<file path="config.mk">
export PLATFORM = sky130hd
export DESIGN_NAME = th_frame_rx
export DESIGN_NICKNAME = d
export VERILOG_FILES = /design/src/rtl/th_pkg.sv /design/src/rtl/th_timeout_cnt.sv /design/src/rtl/th_frame_rx.sv
export SDC_FILE = /design/constraint.sdc
export NUM_CORES = 1
export LEC_CHECK = 0
export CORE_UTILIZATION = 45
export CTS_CLUSTER_DIAMETER = 150
export DETAILED_ROUTE_END_ITERATION = 12
export GPL_ROUTABILITY_DRIVEN = 0
export PLACE_DENSITY = 0.65
export SKIP_LAST_GASP = 1
export SYNTH_ARGS = -nofsm -noshare
export SYNTH_HDL_FRONTEND = slang
export SYNTH_SLANG_ARGS = --single-unit
export TNS_END_PERCENT = 5
</file>
<file path="constraint.sdc">
create_clock -name clk -period 3.79 [get_ports clk]
set_clock_uncertainty 0.2 [all_clocks]
set_input_delay 1.137 -clock clk [delete_from_list [all_inputs] [get_ports clk]]
set_output_delay 1.137 -clock clk [all_outputs]
set_load 0.03 [all_outputs]
</file>
<file path="src/rtl/th_pkg.sv">
// Shared types and constants for the temperature/humidity frame receiver.
// Optional feature macro: TH_FRAME_CHK_EN (adds a third, checksum byte).
package th_pkg;

  // Default timeouts, in clock cycles.
  localparam int DEF_BYTE_TIMEOUT  = 67108864;
  localparam int DEF_STALE_TIMEOUT = 134217728;

  // Frame assembly states; GOT_HUM exists only when the checksum byte is expected.
  typedef enum logic [1:0] {
    ST_IDLE     = 2'd0,
    ST_GOT_TEMP = 2'd1
`ifdef TH_FRAME_CHK_EN
    ,
    ST_GOT_HUM  = 2'd2
`endif
  } th_state_e;

`ifdef TH_FRAME_CHK_EN
  // Checksum byte is the 8-bit sum of temperature and humidity.
  function automatic logic [7:0] th_checksum(input logic [7:0] temp, input logic [7:0] hum);
    return temp + hum;
  endfunction
`endif

endpackage

</file>
<file path="src/rtl/th_timeout_cnt.sv">
// Clear/enable up-counter that saturates at MAX_COUNT and flags TC_VALUE.
// Width is sized so the counter can hold MAX_COUNT without wrapping.
module th_timeout_cnt #(
  parameter int MAX_COUNT = 16,
  parameter int TC_VALUE  = MAX_COUNT
) (
  input  logic clk,
  input  logic rst_n,
  input  logic clr,
  input  logic en,
  output logic tc
);

  localparam int W = $clog2(MAX_COUNT + 1);

  logic [W-1:0] count;

  // Count register: clear wins over enable, holds once saturated.
  // NOTE: sequential state uses non-blocking (<=) so every flop samples pre-edge values.
  always_ff @(posedge clk or negedge rst_n) begin
    if (!rst_n) begin
      count <= '0;
    end else if (clr) begin
      count <= '0;
    end else if (en && (count != W'(MAX_COUNT))) begin
      count <= count + W'(1);
    end
  end

  assign tc = (count == W'(TC_VALUE));

endmodule

</file>
<file path="src/rtl/th_frame_rx.sv">
// Assembles temperature/humidity frames from a UART byte stream, with an
// inter-byte timeout and a stale-data indicator.
// Optional feature macro: TH_FRAME_CHK_EN (third byte = temp + hum mod 256).
module th_frame_rx
  import th_pkg::*;
#(
  parameter int BYTE_TIMEOUT  = DEF_BYTE_TIMEOUT,
  parameter int STALE_TIMEOUT = DEF_STALE_TIMEOUT
) (
  input  logic       clk,
  input  logic       rst_n,
  input  logic       RxD_data_ready,
  input  logic [7:0] RxD_data,
  output logic [7:0] temperature,
  output logic [7:0] humidity,
  output logic       data_valid,
  output logic       frame_err,
  output logic       stale
);

  th_state_e  state, next_state;
  logic [7:0] pend_temp;
  logic [7:0] commit_hum;
  logic       ld_temp, commit, discard;
  logic       byte_tc, stale_tc;
  logic       never_committed;
`ifdef TH_FRAME_CHK_EN
  logic [7:0] pend_hum;
  logic       ld_hum;
  logic       chk_ok;

  assign chk_ok     = (RxD_data == th_checksum(pend_temp, pend_hum));
  assign commit_hum = pend_hum;
`else
  assign commit_hum = RxD_data;
`endif

  // Inter-byte timer: held clear in IDLE and on every accepted byte.
  th_timeout_cnt #(
    .MAX_COUNT (BYTE_TIMEOUT),
    .TC_VALUE  (BYTE_TIMEOUT - 1)
  ) u_byte_timer (
    .clk   (clk),
    .rst_n (rst_n),
    .clr   (RxD_data_ready || (state == ST_IDLE)),
    .en    (state != ST_IDLE),
    .tc    (byte_tc)
  );

  // Stale timer: restarts on each commit, otherwise runs up to saturation.
  th_timeout_cnt #(
    .MAX_COUNT (STALE_TIMEOUT),
    .TC_VALUE  (STALE_TIMEOUT)
  ) u_stale_timer (
    .clk   (clk),
    .rst_n (rst_n),
    .clr   (commit),
    .en    (1'b1),
    .tc    (stale_tc)
  );

  // State register.
  always_ff @(posedge clk or negedge rst_n) begin
    if (!rst_n) state <= ST_IDLE;
    else        state <= next_state;
  end

  // Next-state logic: advance on each byte, fall back to IDLE on frame end or timeout.
  // NOTE: every comb output gets a default first so no path leaves it unassigned (no latch).
  always_comb begin
    next_state = state;
    case (state)
      ST_IDLE: begin
        if (RxD_data_ready) next_state = ST_GOT_TEMP;
      end
      ST_GOT_TEMP: begin
`ifdef TH_FRAME_CHK_EN
        if (RxD_data_ready) next_state = ST_GOT_HUM;
`else
        if (RxD_data_ready) next_state = ST_IDLE;
`endif
        else if (byte_tc)   next_state = ST_IDLE;
      end
`ifdef TH_FRAME_CHK_EN
      ST_GOT_HUM: begin
        if (RxD_data_ready || byte_tc) next_state = ST_IDLE;
      end
`endif
      default: next_state = ST_IDLE;
    endcase
  end

  // Output decode: which pending byte to latch, and whether to commit or discard.
  always_comb begin
    ld_temp = 1'b0;
    commit  = 1'b0;
    discard = 1'b0;
`ifdef TH_FRAME_CHK_EN
    ld_hum  = 1'b0;
`endif
    case (state)
      ST_IDLE: begin
        ld_temp = RxD_data_ready;
      end
      ST_GOT_TEMP: begin
`ifdef TH_FRAME_CHK_EN
        if (RxD_data_ready) ld_hum = 1'b1;
`else
        if (RxD_data_ready) commit = 1'b1;
`endif
        else if (byte_tc)   discard = 1'b1;
      end
`ifdef TH_FRAME_CHK_EN
      ST_GOT_HUM: begin
        if (RxD_data_ready) begin
          commit  = chk_ok;
          discard = !chk_ok;
        end else if (byte_tc) begin
          discard = 1'b1;
        end
      end
`endif
      default: ;
    endcase
  end

  // Pending byte holding registers; never visible until a commit.
  always_ff @(posedge clk or negedge rst_n) begin
    if (!rst_n) begin
      pend_temp <= '0;
`ifdef TH_FRAME_CHK_EN
      pend_hum  <= '0;
`endif
    end else begin
      if (ld_temp) pend_temp <= RxD_data;
`ifdef TH_FRAME_CHK_EN
      if (ld_hum)  pend_hum  <= RxD_data;
`endif
    end
  end

  // Output registers: load on commit, one-cycle status pulses.
  always_ff @(posedge clk or negedge rst_n) begin
    if (!rst_n) begin
      temperature     <= '0;
      humidity        <= '0;
      data_valid      <= 1'b0;
      frame_err       <= 1'b0;
      never_committed <= 1'b1;
    end else begin
      data_valid <= commit;
      frame_err  <= discard;
      if (commit) begin
        temperature     <= pend_temp;
        humidity        <= commit_hum;
        never_committed <= 1'b0;
      end
    end
  end

  // Stale until the first commit, and again once the stale timer saturates.
  assign stale = never_committed || stale_tc;

endmodule

</file>
==> flow_summary.yaml <==
logic_synthesis:
  ys.flop_type: "dfrtp_1"
  async_flop_share_pct: 100
  synthesis.area_per_instance_sq_um: 9.51
  synthCells: 432
  synth_top_cell_area_share_pct: 49.9
  synth_top_family_by_area: "simple AND/OR/NAND/NOR gates"
  synth_compound_area_share_pct: 10.0
  synth_edf_count: 0
  synth_adder_area_share_pct: 1.22
  synthMuxAreaShare_pct: 2.71
  ys_ff_latch: 83
  synth_area_sq_um: 4110
  synth-simple-area-share_pct: 28.0
  ys_seq_area_share_pct: 50.6
  post-synth-top-count-cell: "dfrtp_1"
  synthTopCellsByCount: "dfrtp_1 (82), nand2_1 (68), a21oi_1 (33)"
  synth_area_leader_cell: "dfrtp_1"
  synth_area_leaders: "dfrtp_1 (50%), nand2_1 (6.2%), a21oi_1 (4.0%)"
  synth.net_count: 447
  yosysWarnings: 0
  synth_xor_area_share_pct: 3.62
  synth_cell_types: 45
floorplanning:
  die_width_um: 97.6
  fp.dieArea_sq_um: 9520
  die_h_um: 97.6
  io-pin-count: 30
  initial_core_util_pct: 46.9
  rows: 34
  core_area_sq_um: 8760
grt:
  grt_start_max_net_pins: 48
  grt_util_met2_pct: 27.9
  grtUsageMet1_pct: 28.5
  antenna_found_initial: 0
  grt-busiest-layer: "met1"
  grtUsageTotal_pct: 19.2
  grt-ovfl-total: 0
  grt_pass1_wl_mm: 14.9
  grt_pass1_vias: 3104
  use_met3_pct: 3.17
worst_setup_path:
  start_kind: "flop"
  critPathRequiredTime_ps: 2450
  r2r_slack_ps: 1220
  path_max_fanout: 4
  crit_slowest_cell: "dfrtp_1"
  crit_chain: "inv_1 -> ha_1 -> nor4bb_1 -> and4_1 -> a21o_1 -> dlygate4sd2_1"
  crit_type: "reg -> out"
  arrival_ps: 2190
  crit_family: "simple AND/OR/NAND/NOR gates"
  critPathMaxStageDelay_ps: 430
  crit_buf_inv: 2
  end_kind: "output port"
clocking:
  cts_tree: "done"
  cts.clk_slew.worst_paths_ps: 100
  ctsRootBufferMaster: "clkbuf_8"
  htreeDepth: 3
  clkSinkCount: 83
  cts_buffers: 9
  clk_latency_ps: 350
  cts_buffer_depth: 2
cells_and_area:
  nFillCells: 807
  multiInputGateArea_sq_um: 1870
  final_nets: 473
  layout-drive-gt1-share_pct: 9.94
  antennaDiodeCount: 0
  fin_cells: 571
  seqCellArea_sq_um: 2080
  area_growth_pct: 13.9
  final_util_pct: 53.4
sta:
  worstMarginPinSlew_ps: 600
  fin_setup_tns_ps: 0
  holdWs_ps: 275
  fmax_mhz: 284
  drv_slew: 0
  fin_crit_ps: 3520
  setup_viol: 0
  period_share_pct: 93.0
  slew_headroom_pct: 59.8
  rsz0062_at_grt: "false"
  finalHoldViolations: 0
power:
  p_comb_share_pct: 19.8
  power.internal_mw: 1.46
  p_switching_uw: 672
  seq_power_share_pct: 48.8
  ir_drop_mv: 0.314
  p_total_mw: 2.14
  p_per_area_nw_per_um2: 456
  p_sw_share_pct: 31.4
  clkPwrFrac_pct: 31.3
  leakagePower_nw: 1.92
place:
  port_buffers: 29
  dp_cells: 555
  hpwl_mm: 5.69
drt:
  dr.pass1.iters: 4
  drt_iter0_drc: 192
  wl_mm: 8.52
  antenna_left: 0
  vias_per_cell: 5.83
  wl_per_cell_um: 14.9
  via_count: 3328
  drc_errors: 0
run:
  drv_cap: 0
outcome:
  status: "finished, final reports clean"
hold_path:
  hp-class: "reg -> reg"
[kinds of logic (layout without fill, tap and decap cells)]
logic type                 after synthesis  after routing
muxes                                   10             10
buffers and inverters                   32             63
adders and majority gates                4              4
xor gates and xnor gates                17             17
and+or+nand+nor                        214            214
DFF                                     83             83
AOI/OAI and AO/OA                       72             72
[area by class of cell]
| cell class | instances | area share [%] |
|---|---|---|
| Clock buffer | 9 | 2.65 |
| Tap cell | 108 | 2.89 |
| Sequential cell | 83 | 44.4 |
| Multi-Input combinational cell | 317 | 40.0 |
| Clock inverter | 7 | 1.79 |
| Timing Repair Buffer | 37 | 7.41 |
| Inverter | 10 | 0.802 |
[worst paths after layout]
| check | startpoint | end | depth (start not counted) |
|---|---|---|---|
| max in group asynchronous | rst_n | never_committed | 2 |
| worst max-delay path | u_stale_timer.count[0] | stale | 6 |
| min in group asynchronous | rst_n | u_byte_timer.count[21] | 1 |
| worst max register to register | u_stale_timer.count[0] | u_stale_timer.count[24] | 5 |
| worst min-delay path | pend_temp[3] | temperature[3] | 2 |
| worst min register to register | pend_temp[3] | temperature[3] | 2 |
[worst min-delay path: stages, from the launching register on]
cell     delay (ps)
dfrtp_1         350
nand2_1          50
nand2_1          50
[state kept, by name, summed over array words and instances (netlist names)]
name,flops
humidity,8
temperature,8
frame_err,1
pend_temp,8
u_stale_timer.count,28
u_byte_timer.count,27
data_valid,1
never_committed,1
state,1
[per-stage QoR]
| step | cell area, sq um | setup WS, ps |
|---|---|---|
| global route | 4680 | 92.0 |
| CTS | 4680 | 252 |
| global placement | 4470 | 433 |
| floorplan | 4110 | 1050 |
| detailed placement | 4470 | 397 |
| finish | 4680 | 267 |
[cells in the final DEF (no fill, tap or decap), types with 2 or more instances in the layout]
cell type        count
nor4_1              16
a21oi_1             33
clkdlybuf4s50_1     27
o21a_1               2
o31ai_1             12
clkinv_4             2
nor4b_1              2
ha_1                 4
clkbuf_8             9
inv_6                2
nor2b_1              2
dfrtp_1             82
or4_1               12
xnor2_1              7
nand2b_1             3
mux2_2               9
nand3_1             24
and4_1               7
and3_1               6
nand2_1             68
o31a_1               2
or2_2                2
buf_4                9
inv_1                9
or3_1               10
o21ai_0             20
or3_2                4
or4_4                2
nor2_1              22
nand4_1             17
nor3_1               8
and2_1               3
nand3b_1             2
xor2_1              10
[power groups by stage]
stage | combinational [mW] | clock (mW) | sequential, mW
2_1_floorplan | 0.159 | 0 | 1.14
3_3_place_gp | 0.421 | 0 | 1.05
3_5_place_dp | 0.429 | 0 | 1.06
4_1_cts | 0.430 | 0.691 | 1.04
5_1_grt | 0.464 | 0.724 | 1.06
6_report | 0.423 | 0.669 | 1.04
[routing by layer]
metal	part of all wire, %	vias to the layer above	wire [um]
met1	49	1626	4210
met3	4.4	7	372
li1	-	1613	-
met2	45	82	3850
met5	0	-	0
met4	1.0	0	88
[repair_timing]
item / 4_1_cts / 5_1_grt
hold buffers: 0 / 0
gates resized for setup: 1 / 0
setup buffers: 0 / 0
endpoints found under the setup margin: 1 / 0
Power figures use the tool's default switching activity.
